**config.mk**
```make
export PLATFORM = sky130hd
export DESIGN_NAME = fetch_queue
export DESIGN_NICKNAME = d
export VERILOG_FILES = /design/src/rtl/fetch_pkg.sv /design/src/rtl/fetch_slot_array.sv /design/src/rtl/fetch_queue.sv
export SDC_FILE = /design/constraint.sdc
export NUM_CORES = 1
export LEC_CHECK = 0
export BUFFER_PORTS_ARGS = -buffer_cell sky130_fd_sc_hd__buf_2
export CAP_MARGIN = 20
export CORE_MARGIN = 1.5
export CORE_UTILIZATION = 35
export DETAILED_ROUTE_END_ITERATION = 7
export GPL_TIMING_DRIVEN = 0
export SLEW_MARGIN = 20
export SYNTH_ARGS = -nofsm -noshare
export SYNTH_HDL_FRONTEND = slang
export SYNTH_SLANG_ARGS = --single-unit
```
**constraint.sdc**
```tcl
create_clock -name clock -period 4.3 [get_ports clock]
set_input_delay 0 -clock clock [delete_from_list [all_inputs] [get_ports clock]]
set_output_delay 0 -clock clock [all_outputs]
set_load 0.1 [all_outputs]
```
**src/rtl/fetch_pkg.sv**
```systemverilog
// Shared types and constants for the instruction prefetch queue.
package fetch_pkg;
  localparam int FETCH_DEPTH = 4;
  localparam logic [31:0] RESET_PC = 32'h0;

  typedef struct packed {
    logic        alloc;
    logic        filled;
    logic [31:0] pc;
    logic [31:0] instr;
  } slot_t;

  function automatic int ptrWidth(input int depth);
    return (depth > 1) ? $clog2(depth) : 1;
  endfunction

  function automatic int cntWidth(input int depth);
    return $clog2(depth) + 1;
  endfunction
endpackage

```
**src/rtl/fetch_slot_array.sv**
```systemverilog
// Circular slot store: allocate at tail, fill in order, pop at head; flush clears all.
// Updates take effect on the next edge; the caller guarantees no alloc when full, no pop when head unfilled.
module fetch_slot_array
  import fetch_pkg::*;
#(
  parameter int DEPTH = FETCH_DEPTH,
  parameter int CNT_W = cntWidth(FETCH_DEPTH)
) (
  input  logic              clock,
  input  logic              reset,
  input  logic              flush,
  input  logic              allocEn,
  input  logic [31:0]       allocPc,
  input  logic              fillEn,
  input  logic [31:0]       fillData,
  input  logic              popEn,
  output slot_t             headSlot,
  output logic [CNT_W-1:0]  occupancy,
  output logic [CNT_W-1:0]  unfilledCount
);
  localparam int PTR_W = ptrWidth(DEPTH);

  slot_t            slots [DEPTH];
  logic [PTR_W-1:0] headPtr;
  logic [PTR_W-1:0] tailPtr;
  logic [PTR_W-1:0] fillPtr;

  assign headSlot = slots[headPtr];

  always_ff @(posedge clock or negedge reset) begin
    if (!reset) begin
      for (int i = 0; i < DEPTH; i++) slots[i] <= '0;
      headPtr       <= '0;
      tailPtr       <= '0;
      fillPtr       <= '0;
      occupancy     <= '0;
      unfilledCount <= '0;
    end else if (flush) begin
      for (int i = 0; i < DEPTH; i++) slots[i] <= '0;
      headPtr       <= '0;
      tailPtr       <= '0;
      fillPtr       <= '0;
      occupancy     <= '0;
      unfilledCount <= '0;
    end else begin
      // Tail, fill and head never coincide on an active slot, so these writes are disjoint.
      if (allocEn) begin
        slots[tailPtr] <= '{alloc: 1'b1, filled: 1'b0, pc: allocPc, instr: 32'h0};
        tailPtr        <= tailPtr + 1'b1;
      end
      if (fillEn) begin
        slots[fillPtr].filled <= 1'b1;
        slots[fillPtr].instr  <= fillData;
        fillPtr               <= fillPtr + 1'b1;
      end
      if (popEn) begin
        slots[headPtr] <= '0;
        headPtr        <= headPtr + 1'b1;
      end
      occupancy     <= occupancy + CNT_W'(allocEn) - CNT_W'(popEn);
      unfilledCount <= unfilledCount + CNT_W'(allocEn) - CNT_W'(fillEn);
    end
  end
endmodule

```
**src/rtl/fetch_queue.sv**
```systemverilog
// In-order prefetch queue: one request per cycle while slots+drops < DEPTH; fill-to-fd_valid is one edge.
// Decode stalls hold the head; a redirect flushes all slots and drops responses still in flight.
module fetch_queue
  import fetch_pkg::*;
#(
  parameter int          DEPTH    = FETCH_DEPTH,
  parameter logic [31:0] RESET_PC = fetch_pkg::RESET_PC,
  parameter int          CNT_W    = $clog2(DEPTH) + 1
) (
  input  logic              clock,
  input  logic              reset,
  input  logic              redirect_valid,
  input  logic [31:0]       redirect_pc,
  output logic              imem_req_valid,
  input  logic              imem_req_ready,
  output logic [31:0]       imem_req_addr,
  input  logic              imem_resp_valid,
  input  logic [31:0]       imem_resp_data,
  output logic              fd_valid,
  input  logic              fd_ready,
  output logic [31:0]       fd_instr,
  output logic [31:0]       fd_pc,
  output logic [31:0]       fd_pc_plus1,
  output logic [CNT_W-1:0]  occupancy,
  output logic              proto_err
);
  logic [31:0]      fetchPc;
  logic [CNT_W-1:0] dropCnt;
  logic [CNT_W-1:0] unfilledCount;
  logic [CNT_W:0]   inFlight;
  slot_t            headSlot;
  logic             reqFire;
  logic             respDrop;
  logic             respFill;
  logic             respBad;
  logic             pop;

  // Dropped responses still occupy memory bandwidth, so they count against the budget.
  assign inFlight       = {1'b0, occupancy} + {1'b0, dropCnt};
  assign imem_req_valid = reset & ~redirect_valid & (inFlight < (CNT_W+1)'(DEPTH));
  assign imem_req_addr  = fetchPc;
  assign reqFire        = imem_req_valid & imem_req_ready;

  assign respDrop = imem_resp_valid & (dropCnt != '0);
  assign respFill = imem_resp_valid & (dropCnt == '0) & (unfilledCount != '0);
  assign respBad  = imem_resp_valid & (dropCnt == '0) & (unfilledCount == '0);

  assign fd_valid    = headSlot.alloc & headSlot.filled;
  assign fd_instr    = headSlot.alloc ? headSlot.instr : 32'h0;
  assign fd_pc       = headSlot.alloc ? headSlot.pc : 32'h0;
  assign fd_pc_plus1 = headSlot.alloc ? headSlot.pc + 32'd1 : 32'h0;
  assign pop         = fd_valid & fd_ready;

  fetch_slot_array #(.DEPTH(DEPTH), .CNT_W(CNT_W)) slotArray (
    .clock        (clock),
    .reset        (reset),
    .flush        (redirect_valid),
    .allocEn      (reqFire),
    .allocPc      (fetchPc),
    .fillEn       (respFill & ~redirect_valid),
    .fillData     (imem_resp_data),
    .popEn        (pop),
    .headSlot     (headSlot),
    .occupancy    (occupancy),
    .unfilledCount(unfilledCount)
  );

  always_ff @(posedge clock or negedge reset) begin
    if (!reset) begin
      fetchPc   <= RESET_PC;
      dropCnt   <= '0;
      proto_err <= 1'b0;
    end else begin
      if (respBad) proto_err <= 1'b1;
      if (redirect_valid) begin
        // Every unfilled slot becomes a response to discard, less the one arriving now.
        fetchPc <= redirect_pc;
        dropCnt <= dropCnt + unfilledCount - CNT_W'(respDrop | respFill);
      end else begin
        if (reqFire)  fetchPc <= fetchPc + 32'd1;
        if (respDrop) dropCnt <= dropCnt - 1'b1;
      end
    end
  end
endmodule

```
After elaboration in Yosys (flattened, before gate mapping)
Cells that the tools add are included.
{"block": "word_totals", "ff_bits": 312, "in_bits": 70, "output_inout_bits": 134, "elab_cells": 107}
{"block": "op_classes", "addsub": 13, "order_cmp": 7, "n_mux": 35, "n_bitwise": 17, "n_reduce_logical": 11}
{"operator": "$mux W264", "count": 6}
{"operator": "$bwmux W264", "count": 3}
{"operator": "$demux W66 S2", "count": 4}
{"operator": "$and A264 B264 Y264", "count": 1}
{"operator": "$mux W66", "count": 4}
{"operator": "$not A264 Y264", "count": 1}
{"operator": "$mux W32", "count": 6}
{"operator": "$bmux W66 S2", "count": 1}
{"operator": "$mux W65", "count": 1}
{"operator": "$add A32 B1 Y32 const B", "count": 2}
{"operator": "$mux W2", "count": 6}
{"operator": "$mux W3", "count": 4}
{"operator": "$and A1 B1 Y1", "count": 10}
{"operator": "$ge A3 B3 Y1 const B", "count": 3}
{"operator": "$lt A3 B1 Y1 const B", "count": 3}
{"operator": "$not A2 Y3", "count": 3}
{"operator": "$sub A3 B1 Y3", "count": 3}
{"operator": "$reduce_bool A2 Y1", "count": 4}
{"operator": "$add A2 B1 Y2 const B", "count": 3}
{"operator": "$add A3 B1 Y3", "count": 2}
{"operator": "$logic_not A3 Y1", "count": 2}
{"operator": "$reduce_bool A3 Y1", "count": 2}
{"operator": "$add A3 B3 Y4", "count": 1}
{"operator": "$lt A4 B3 Y1 const B", "count": 1}
{"operator": "5 further kinds", "count": 7}

Longest topological paths before layout
Gate-level depths: netlist (run 1).
{"block": "logic_depth", "ltp_word": 15, "depth_mapped": 13, "ltp_nobuf": 12}

By module
A second synthesis (run 1) with hierarchy kept.
{"block": "unflattened", "hier_cells": 1819, "area_unflattened_um2": 19409.9}
{"module": "fetch_slot_array", "n_inst": 1, "cells_per_inst": 1356, "area_per_inst_um2": 15835.2, "seq_area_each_um2": 6906.6}
{"module": "fetch_queue", "n_inst": 1, "cells_per_inst": 463, "area_per_inst_um2": 3574.7, "seq_area_each_um2": 900.9}

Worst setup path before layout (run 1)
Ideal clock, no wire load.
{"block": "synth_path", "kind": "reg-to-reg", "from": "register slotArray.headPtr[1]", "to": "register slotArray.occupancy[2]", "setup_ns": 0.132, "arrival_time_ns": 3.779, "required_ns": 4.168, "slack_ns": 0.390, "path_stages_with_launch": 14, "path_buffers": 2, "period_less_slack_ns": 3.910, "path_cell_list": "dfrtp_1 buf_2 mux2i_1 mux2_2 nor2b_1 and2_1 buf_2 ha_1 inv_1 ha_1 inv_1 fa_1 xnor2_1 nor2_1"}
{"block": "synth_between", "elab_chain_cells": 8}
{"item": "start: declaration", "line": "fetch_slot_array.sv:24", "rtl": "logic [PTR_W-1:0] headPtr;"}
{"item": "start signal: assignment", "line": "fetch_slot_array.sv:58", "rtl": "headPtr <= headPtr + 1'b1;"}
{"item": "$not A2 Y3 (implied by the code)", "line": "fetch_slot_array.sv:28", "rtl": "assign headSlot = slots[headPtr];"}
{"item": "$bmux W66 S2", "line": "fetch_slot_array.sv:28"}
{"item": "$mux W66 (implied by the code) (2 in series)", "line": "fetch_slot_array.sv:28"}
{"item": "$and A1 B1 Y1", "line": "fetch_queue.sv:48", "rtl": "assign fd_valid = headSlot.alloc & headSlot.filled;"}
{"item": "named net fd_valid", "line": "fetch_queue.sv:19", "rtl": "output logic fd_valid,"}
{"item": "$and A1 B1 Y1", "line": "fetch_queue.sv:52", "rtl": "assign pop = fd_valid & fd_ready;"}
{"item": "$sub A3 B1 Y3", "line": "fetch_slot_array.sv:60", "rtl": "occupancy <= occupancy + CNT_W'(allocEn) - CNT_W'(popEn);"}
{"item": "$mux W3", "line": "fetch_slot_array.sv:38", "rtl": "end else if (flush) begin"}
{"item": "end signal: assignment", "line": "fetch_slot_array.sv:60"}
{"item": "end: declaration", "line": "fetch_slot_array.sv:18", "rtl": "output logic [CNT_W-1:0] occupancy,"}
The timed path passes the listed nets, and every way through them passes these cells. The select of a mux whose other input is x is not followed.
A chain may end at the register's enable or synchronous reset.

Final worst setup path (run 1)
{"block": "layout_path", "from": "register slotArray.headPtr[1]", "to": "output fd_pc_plus1[30]"}
{"block": "layout_between", "elab_chain_cells": 6}
{"item": "$not A2 Y3 (implied by the code) *", "line": "fetch_slot_array.sv:28"}
{"item": "$bmux W66 S2 *", "line": "fetch_slot_array.sv:28"}
{"item": "$mux W66 (implied by the code) * (2 in series)", "line": "fetch_slot_array.sv:28"}
{"item": "$add A32 B1 Y32", "line": "fetch_queue.sv:51", "rtl": "assign fd_pc_plus1 = headSlot.alloc ? headSlot.pc + 32'd1 : 32'h0;"}
{"item": "$mux W32 *", "line": "fetch_queue.sv:51"}
{"item": "end: declaration", "line": "fetch_queue.sv:23", "rtl": "output logic [31:0] fd_pc_plus1,"}
Mark *: on every way between the ends. The rest lies on a longest branch, timed or not. The select of a mux whose other input is x is not followed.

==> results of run 1 <==
[per-stage QoR]
step / instances / area, um^2 / hold slack (ns) / setup slack (ns)
finish: 2743 / 20240 / 0.02271 / 0.4279
global route: 2743 / 20240 / 0.03879 / 0.2072
CTS: 2743 / 20240 / 0.009588 / 0.4120
detailed placement: 2615 / 18410 / -0.1178 / 0.7696
global placement: 2612 / 18320 / 0.2181 / -3.858
floorplan: 1802 / 16540 / -0.2956 / 0.3898
[power by group]
| part | switching, mW | internal [mW] |
|---|---|---|
| combinational | 0.882 | 0.307 |
| clock | 1.24 | 1.74 |
| sequential | 0.0932 | 3.02 |
| total | 2.21 | 5.06 |
[layout by cell type, fill, tap and decap left out, types with 17 or more instances in the layout]
cell type        n
dfrtp_1        312
clkbuf_16       36
buf_2          240
nand2_1        449
xor2_1          17
dlygate4sd3_1   68
o21ai_0         33
mux4_2          65
nand3_1        152
clkbuf_1       115
inv_1           30
nor2b_1         65
xnor2_1         28
nor2_1          64
ha_1            25
a21oi_1        275
[final cells by class]
cell class / count / area [um^2]
fillers: 4560 / 26310
multi-input cells: 1296 / 7895
flip-flops and latches: 312 / 7807
repair buffers: 275 / 1809
clock buffers: 45 / 984.7
well taps: 607 / 759.5
plain buffers: 163 / 725.7
clock inverters: 14 / 143.9
inverters: 31 / 116.4
[how the worst max path moves through the flow]
stage                      startpoint                          to  slack (ns)  cells after the start
3_3_place_gp                    reset  slotArray.unfilledCount[2]       -3.86                     11
6_report         slotArray.headPtr[1]             fd_pc_plus1[30]        0.43                     10
5_1_grt          slotArray.headPtr[1]             fd_pc_plus1[30]        0.21                     10
2_1_floorplan    slotArray.headPtr[1]      slotArray.occupancy[2]        0.39                     13
4_1_cts          slotArray.headPtr[1]             fd_pc_plus1[30]        0.41                     10
3_5_place_dp   slotArray.occupancy[2]  slotArray.unfilledCount[2]        0.77                     11
[logic make-up (layout without fill, tap and decap cells)]
kind of cell | after synthesis | in the layout | share of synthesized area
buf+inv | 194 | 528 | 0.05090
flops | 312 | 312 | 0.4719
xor+xnor | 45 | 45 | 0.02382
mux | 71 | 71 | 0.09219
simple gates | 812 | 812 | 0.2294
fa+ha+maj | 28 | 28 | 0.02254
compound gates | 340 | 340 | 0.1092
[per-layer routing]
metal	routed length (um)	GRT usage	vias to the layer above
met5	0	0	-
met4	1910	0.09138	0
met3	3859	0.03079	110
met2	26590	0.3703	598
met1	24190	0.3191	7407
li1	-	-	6767
[worst max-delay path: stages, from the launching register on]
cell and delay, ns:
dfrtp_1 0.37, buf_2 0.24, buf_2 0.35, mux4_2 0.35, ha_1 0.27, nand2_4 0.13
nor3_2 0.65, nor4b_4 0.34, xnor2_1 0.09, nor2_1 0.10, buf_2 0.45
[sequential cells by signal, summed over array words and instances, names as in the netlist]
signal,cells
imem_req_addr,32
slotArray.slots,264
slotArray.unfilledCount,3
slotArray.fillPtr,2
dropCnt,3
slotArray.tailPtr,2
proto_err,1
slotArray.headPtr,2
slotArray.occupancy,3
[timing repair]
action | CTS | global route
hold endpoints to repair | 276 | 0
hold buffers | 69 | 0
gates resized for setup | 0 | 0
==> run_results.csv, run 1 <==
group,metric,value,unit
route,viasPerCell,5.425,
worst_setup_path,crit_arrival,3.87,ns
worst_setup_path,timing_worst_setup_path_type,"reg -> out",
synthesis,synth-seq-cells,312,
worst_setup_path,regToRegEndpoint,"slotArray.unfilledCount[2]",
hold_path,hold_path.class,"in -> async",
synthesis,syn_area,0.01654,mm^2
clock_tree,clk_pin_slew,0.06,ns
pwr,p_total,7.276,mW
timing,slew_headroom,0.3831,
global_route,grt_pass1_wl,86.04,mm
clock_tree,htree_levels,2,
global_route,antenna_found_initial,0,
die,die_w,220.4,um
route,wirelength,56.56,mm
worst_setup_path,cp-start-kind,"flip-flop",
route,vias,14882,
worst_setup_path,rrSetupSlack,0.76,ns
die,placementRows,79,
clock_tree,clock_sinks,312,
synthesis,ys_warn_count,0,
synthesis,syn_nets,1900,
die,die_area,0.04858,mm^2
route,routedWlPerCell,20.62,um
route,ant_nets,0,
clock_tree,cts_tree,"built",
die,pin_count,204,
synthesis,async_flop_share,1.000,
worst_setup_path,reg2reg_from,"slotArray.occupancy[2]",
synthesis,avgSynthCellArea,9.181,um^2
cells_and_area,drive_gt1_frac,0.1840,
placed_design,routabilityCongestion,0.8409,
global_route,grt_usage,0.2317,
synthesis,yosys-top-cells-count,"nand2_1, dfrtp_1, a21oi_1",
clock_tree,cts_root_buf,"clkbuf_16",
global_route,grt_overflow,0,
synthesis,synth_cell_types,57,
timing,rsz0062_at_grt,"no",
cells_and_area,fin_util,0.4348,
synthesis,netlist.area_leader.share,0.4719,
die,initial_core_util,0.3554,
global_route,grt_pass1_vias,14855,
timing,min_period_over_period,0.9005,
worst_setup_path,cp-end-kind,"output pin",
timing,finalMaxSlewViolations,0,
clock_tree,cts_setup_buffers,0,
worst_setup_path,critPathMaxFanout,10,
worst_setup_path,reg2regPathDepth,11,
timing,max_freq,258.3,MHz
global_route,grt_max_degree,102,
timing,setup_tns,0,ns
timing,setup_viol,0,
cells_and_area,nets,2212,
placed_design,dpl.hpwl,39.55,mm
clock_tree,clock_latency,0.54,ns
timing,fin_skew,0.03139,ns
timing,hold_viol,0,
timing,tightest_slew,0.9254,ns
synthesis,seq_area_frac_synth,0.4719,
pwr,pwr_density_cell,359.4,mW/mm^2
cells_and_area,diodes,0,
clock_tree,cts_buffer_depth,3,
synthesis,synthCells,1802,
die,core,0.04656,mm^2
worst_setup_path,cp.required,4.30,ns
cells_and_area,area_delta_synth_final,22.35,%
route,drtIter0Drc,1223,
timing,min_period,3.872,ns
synthesis,synth_most_common_cell,"nand2_1",
flow_run,drv_cap,0,
synthesis,synth_top_cell_by_area,"dfrtp_1",
synthesis,synth_edf_count,0,
pwr,p_leak,8.448,nW
route,drc,0,
placed_design,io_buffer_count,203,
synthesis,synthTopCellsByArea,"dfrtp_1, nand2_1, mux4_2",
route,first_pass_iters,5,
die,dieHeight,220.4,um
clock_tree,cts_buffers,35,
pwr,ir_drop,0.2228,mV
synthesis,ys.flop_type,"dfrtp_1",
status,status,"finished clean",
Note: power is estimated with default switching activity, not from simulation.
==> run 2, diff against run 1 <==
CELL_PAD_IN_SITES_DETAIL_PLACEMENT = 1   (was unset)
CELL_PAD_IN_SITES_GLOBAL_PLACEMENT = 1   (was unset)
PLACE_DENSITY_LB_ADDON = 0.1   (was unset)
clock period = 3.2 ns   (was 4.3 ns; I/O delays follow)
==> run 2 against run 1 <==
Non-clock buffer count increased by 37. Die area unchanged. Register-to-register slack got worse by 0.56 ns. Clock skew decreased by 0.010 ns. First-iteration DRC count decreased by 28%. Sequential cell count unchanged. Sequential share of layout area decreased by 1.7 points. Clock power increased by 55%. Sequential power increased by 35%. Core utilization increased by 2.0 points. Hold slack improved by 0.12 ns.
==> run_results.csv, run 2 (same netlist as run 1, synthesis figures left out) <==
group,metric,value,unit
status,status,"finished clean",
route,drc,0,
worst_setup_path,crit_cells,10,
timing,min_period,3.101,ns
timing,finalMaxSlewViolations,0,
route,drtIter0Drc,881,
die,die_area,0.04858,mm^2
worst_setup_path,cp_cell_sequence,"buf_6, buf_12, mux4_2, and4_4, nand4_4, buf_8, nor4_4, xnor2_2, nor2_2, buf_12",
timing,slew_headroom,0.4282,
global_route,grt_pass1_wl,95.43,mm
global_route,grt_pass1_vias,15741,
cells_and_area,drive_gt1_frac,0.2164,
global_route,grt_usage,0.2625,
clock_tree,cts_tree,"built",
cells_and_area,nets,2253,
cells_and_area,largest_reg_flops,264,
worst_setup_path,critPathMaxFanout,10,
worst_setup_path,cpMaxStageDelayCell,"dfrtp_1",
worst_setup_path,cp.required,3.20,ns
timing,fin_ws,0.09881,ns
die,initial_core_util,0.3554,
timing,setup_viol,0,
die,placementRows,79,
placed_design,io_buffer_count,203,
clock_tree,cts_root_buf,"clkbuf_16",
clock_tree,clock_sinks,312,
worst_setup_path,cpMostUsedCell,"buf_12",
die,dieHeight,220.4,um
worst_setup_path,reg2regPathDepth,13,
placed_design,dpl.hpwl,43.29,mm
cells_and_area,fin_util,0.4544,
worst_setup_path,cp-start-kind,"flip-flop",
worst_setup_path,crit_arrival,3.10,ns
timing,hold_viol,0,
cells_and_area,area_delta_synth_final,27.88,%
clock_tree,cts_buffer_depth,3,
global_route,antenna_found_initial,2,
cells_and_area,largest_register,"slotArray.slots",
hold_path,holdPathStages,5,
worst_setup_path,cp.buffers_inverters,4,
cells_and_area,layout_common_cells,"nand2_1, dfrtp_1, a21oi_1, buf_2, nand3_1",
route,routedWlPerCell,22.48,um
worst_setup_path,worst_path_dominant_cell_family,"simple AND/OR/NAND/NOR gates",
worst_setup_path,slowest_delay,0.39,ns
flow_run,drv_cap,0,
route,first_pass_iters,4,
timing,hold_ws,0.1417,ns
clock_tree,clk_pin_slew,0.06,ns
pwr,pwr_density_cell,495.4,mW/mm^2
die,die_w,220.4,um
clock_tree,htree_levels,2,
placed_design,routabilityCongestion,0.8067,
pwr,p_leak,8.896,nW
placed_design,pre_cts_slack,-0.6742,ns
worst_setup_path,rrSetupSlack,0.20,ns
route,vias,14882,
timing,fin_skew,0.02124,ns
global_route,grt_max_degree,93,
global_route,grt_overflow,0,
pwr,ir_drop,0.3765,mV
cells_and_area,diodes,0,
cells_and_area,layout_commonest_cell,"nand2_1",
die,core,0.04656,mm^2
route,wirelength,62.79,mm
timing,tightest_slew,0.8576,ns
timing,max_freq,322.5,MHz
timing,min_period_over_period,0.9691,
worst_setup_path,cp-end-kind,"output pin",
die,pin_count,204,
route,viasPerCell,5.328,
worst_setup_path,timing_worst_setup_path_type,"reg -> out",
clock_tree,cts_buffers,39,
hold_path,hold_path.class,"in -> reg",
route,ant_nets,0,
clock_tree,clock_latency,0.57,ns
==> run 2: report_power, final <==
group | internal [mW] | switching (mW)
clock network | 2.76 | 1.85
registers | 4.05 | 0.139
logic | 0.454 | 1.22
total | 7.27 | 3.21
==> run 2: worst register-to-register path, stage by stage (launching register included) <==
cell and delay (ns):
dfrtp_1 0.36, buf_6 0.15, buf_4 0.16, mux4_2 0.51, nor2b_4 0.16, and2_1 0.20
buf_2 0.20, ha_1 0.28, inv_1 0.06, ha_1 0.14, inv_1 0.05, fa_1 0.39
xnor2_1 0.16, nor2_1 0.05
==> run 2: repair_timing <==
action / in CTS / in global routing
resized for setup: 53 / 30
pin swaps: 5 / 8
setup buffers: 19 / 12
setup endpoints to repair: 194 / 202
hold buffers: 76 / 0
endpoints found under the hold margin: 295 / 0
==> run 2: through the flow <==
stage | std cells | setup TNS, ns | power, mW | cell area, um^2
after floorplan | 1802 | 0 | 5.239 | 16580
after global placement | 2612 | -2837.17 | 5.780 | 18360
after detailed placement | 2615 | -30.05 | 5.817 | 18450
after CTS | 2782 | 0 | 10.56 | 20970
after global routing | 2793 | -0.01985 | 10.87 | 21160
final | 2793 | 0 | 10.48 | 21160
==> run 2: area by class of cell <==
cell class              instances  area [um^2]
flip-flops and latches        312         7810
clock inverters                15        147.6
repair buffers                313         2345
plain buffers                 162        768.2
multi-input cells            1296         8015
well taps                     607        759.5
inverters                      31        116.4
fillers                      5398        25400
clock buffers                  57         1195
==> run 2: path summary, 6_finish.rpt <==
path,startpoint,to
setup / recovery,slotArray.headPtr[0],fd_pc_plus1[26]
hold / removal,imem_req_ready,imem_req_addr[29]
setup reg to reg,slotArray.headPtr[0],slotArray.occupancy[2]
hold reg to reg,proto_err,proto_err
max in group asynchronous,reset,imem_req_addr[17]
min in group asynchronous,reset,slotArray.slots[239]
==> run 2: layer usage <==
layer,up-vias,track usage,share of wire
met5,-,0,0
li1,6862,-,-
met1,7618,0.3685,0.47
met3,63,0.04261,0.046
met4,0,0.06440,0.018
met2,339,0.4237,0.47
==> run 3, diff against run 2 <==
CTS_CLUSTER_SIZE = 16   (was unset)
clock period = 3.21 ns   (was 3.2 ns; I/O delays follow)
==> run 3 against run 2 <==
Power is 0.29% lower. Setup slack lost 0.020 ns. Hold slack got worse by 0.0035 ns. Register-to-register slack barely moved. Cell count down 0.11%. Clock power is essentially flat. First-iteration DRC count is 1.1% lower. Die area did not move. Core utilization rose by 0.11 points. Clock skew is 0.0023 ns lower. Critical path type unchanged. Largest cell class unchanged.
==> run_results.csv, run 3 (same netlist as run 1, synthesis figures left out) <==
group,metric,value,unit
status,status,"finished clean",
route,drtIter0Drc,871,
clock_tree,cts_buffer_depth,3,
cells_and_area,largest_reg_flops,264,
timing,rsz0062_at_grt,"yes",
die,core,0.04656,mm^2
die,placementRows,79,
die,die_area,0.04858,mm^2
clock_tree,clock_latency,0.57,ns
clock_tree,clock_sinks,312,
route,drc,0,
global_route,grt_usage,0.2625,
die,initial_core_util,0.3554,
placed_design,routabilityCongestion,0.8067,
pwr,ir_drop,0.3755,mV
worst_setup_path,crit_arrival,3.13,ns
cells_and_area,n_fill_cell,5386,
worst_setup_path,rrSetupSlack,0.21,ns
cells_and_area,layout_commonest_cell,"nand2_1",
clock_tree,htree_levels,2,
timing,finalMaxSlewViolations,0,
timing,min_period,3.131,ns
timing,setup_viol,0,
worst_setup_path,cp.required,3.21,ns
worst_setup_path,critPathMaxFanout,10,
die,dieHeight,220.4,um
worst_setup_path,cp-end-kind,"output pin",
placed_design,io_buffer_count,203,
timing,slew_headroom,0.4676,
global_route,grt_overflow,0,
cells_and_area,fin_cells,2790,
flow_run,drv_cap,0,
cells_and_area,layout_common_cells,"nand2_1, dfrtp_1, a21oi_1, buf_2, nand3_1",
timing,max_freq,319.4,MHz
route,first_pass_iters,5,
worst_setup_path,cp-start-kind,"flip-flop",
timing,setup_tns,0,ns
route,viasPerCell,5.328,
hold_path,hold_path.class,"in -> reg",
global_route,antenna_found_initial,2,
placed_design,place_area,0.01845,mm^2
pwr,p_leak,8.908,nW
timing,min_period_over_period,0.9753,
clock_tree,cts_buffers,39,
route,vias,14865,
cells_and_area,nets,2250,
clock_tree,cts_root_buf,"clkbuf_16",
clock_tree,cts_tree,"built",
timing,fin_skew,0.01890,ns
cells_and_area,drive_gt1_frac,0.2176,
route,routedWlPerCell,22.54,um
global_route,grt_pass1_wl,95.43,mm
placed_design,dpl.hpwl,43.29,mm
global_route,grt_max_degree,93,
route,wirelength,62.87,mm
timing,hold_viol,0,
global_route,grt_pass1_vias,15746,
pwr,pwr_density_cell,492.8,mW/mm^2
cells_and_area,diodes,0,
die,die_w,220.4,um
cells_and_area,design_area,0.02121,mm^2
clock_tree,clk_pin_slew,0.06,ns
die,pin_count,204,
placed_design,dpl.cell_count,2615,
worst_setup_path,timing_worst_setup_path_type,"reg -> out",
route,ant_nets,0,
pwr,p_total,10.45,mW
cells_and_area,area_delta_synth_final,28.18,%
timing,tightest_slew,0.7987,ns
cells_and_area,largest_register,"slotArray.slots",
## run 3: final cells by class
class / instances / area [um^2] / area share
multi-input cells: 1296 / 8023 / 0.3783
flip-flops and latches: 312 / 7810 / 0.3683
repair buffers: 313 / 2381 / 0.1123
clock buffers: 57 / 1195 / 0.05635
plain buffers: 159 / 774.5 / 0.03652
well taps: 607 / 759.5 / 0.03581
clock inverters: 15 / 147.6 / 0.006962
inverters: 31 / 116.4 / 0.005487
## run 3: path summary, 6_finish.rpt
kind                                          end  cells past startpoint                 start
setup / recovery                  fd_pc_plus1[26]                     10  slotArray.headPtr[0]
hold / removal                  imem_req_addr[29]                      5        imem_req_ready
setup reg to reg           slotArray.occupancy[2]                     13  slotArray.headPtr[0]
hold reg to reg                         proto_err                      1             proto_err
max in group asynchronous    slotArray.slots[116]                      8                 reset
min in group asynchronous     slotArray.slots[98]                      7                 reset
## run 3: worst max-delay path, stage by stage, from the launching register on
cell and delay (ns):
dfrtp_1 0.40, buf_12 0.16, buf_12 0.15, mux4_2 0.39, and4_4 0.26, nand4_4 0.17, buf_12 0.20, nor4_4 0.31
xnor2_2 0.13, nor2_2 0.17, buf_8 0.21
## run 3: metal layers
metal | global-route usage | share of wire | up-vias
li1 | - | - | 6847
met1 | 0.3685 | 0.47 | 7612
met2 | 0.4238 | 0.47 | 350
met3 | 0.04261 | 0.045 | 56
met4 | 0.06417 | 0.015 | 0
met5 | 0 | 0 | -
## run 3: report_power, final
| part | total (mW) | switching [mW] | leakage [nW] | internal [mW] |
|---|---|---|---|---|
| sequential | 4.18 | 0.139 | 4.28 | 4.04 |
| clock | 4.60 | 1.85 | 0.663 | 2.75 |
| combinational | 1.67 | 1.22 | 3.96 | 0.452 |
| total | 10.5 | 3.21 | 8.91 | 7.25 |
## run 3: stage by stage
stage / hold WS [ns] / setup WS [ns] / util
finish: 0.1382 / 0.07927 / 0.4555
global route: 0.1480 / -0.004255 / 0.4555
CTS: 0.09303 / -0.002181 / 0.4503
detailed placement: -0.03400 / -0.6642 / 0.3962
global placement: 0.2108 / -5.537 / 0.3943
floorplan: -0.2956 / 0.01044 / -
## run 3: repair_timing
item                                   CTS  global route
cloned                                   0             2
resized for setup                       58            31
hold buffers                            76             0
setup endpoints to repair              182           205
buffers inserted                        17            12
endpoints found under the hold margin  295             0
pin swaps                                4            10
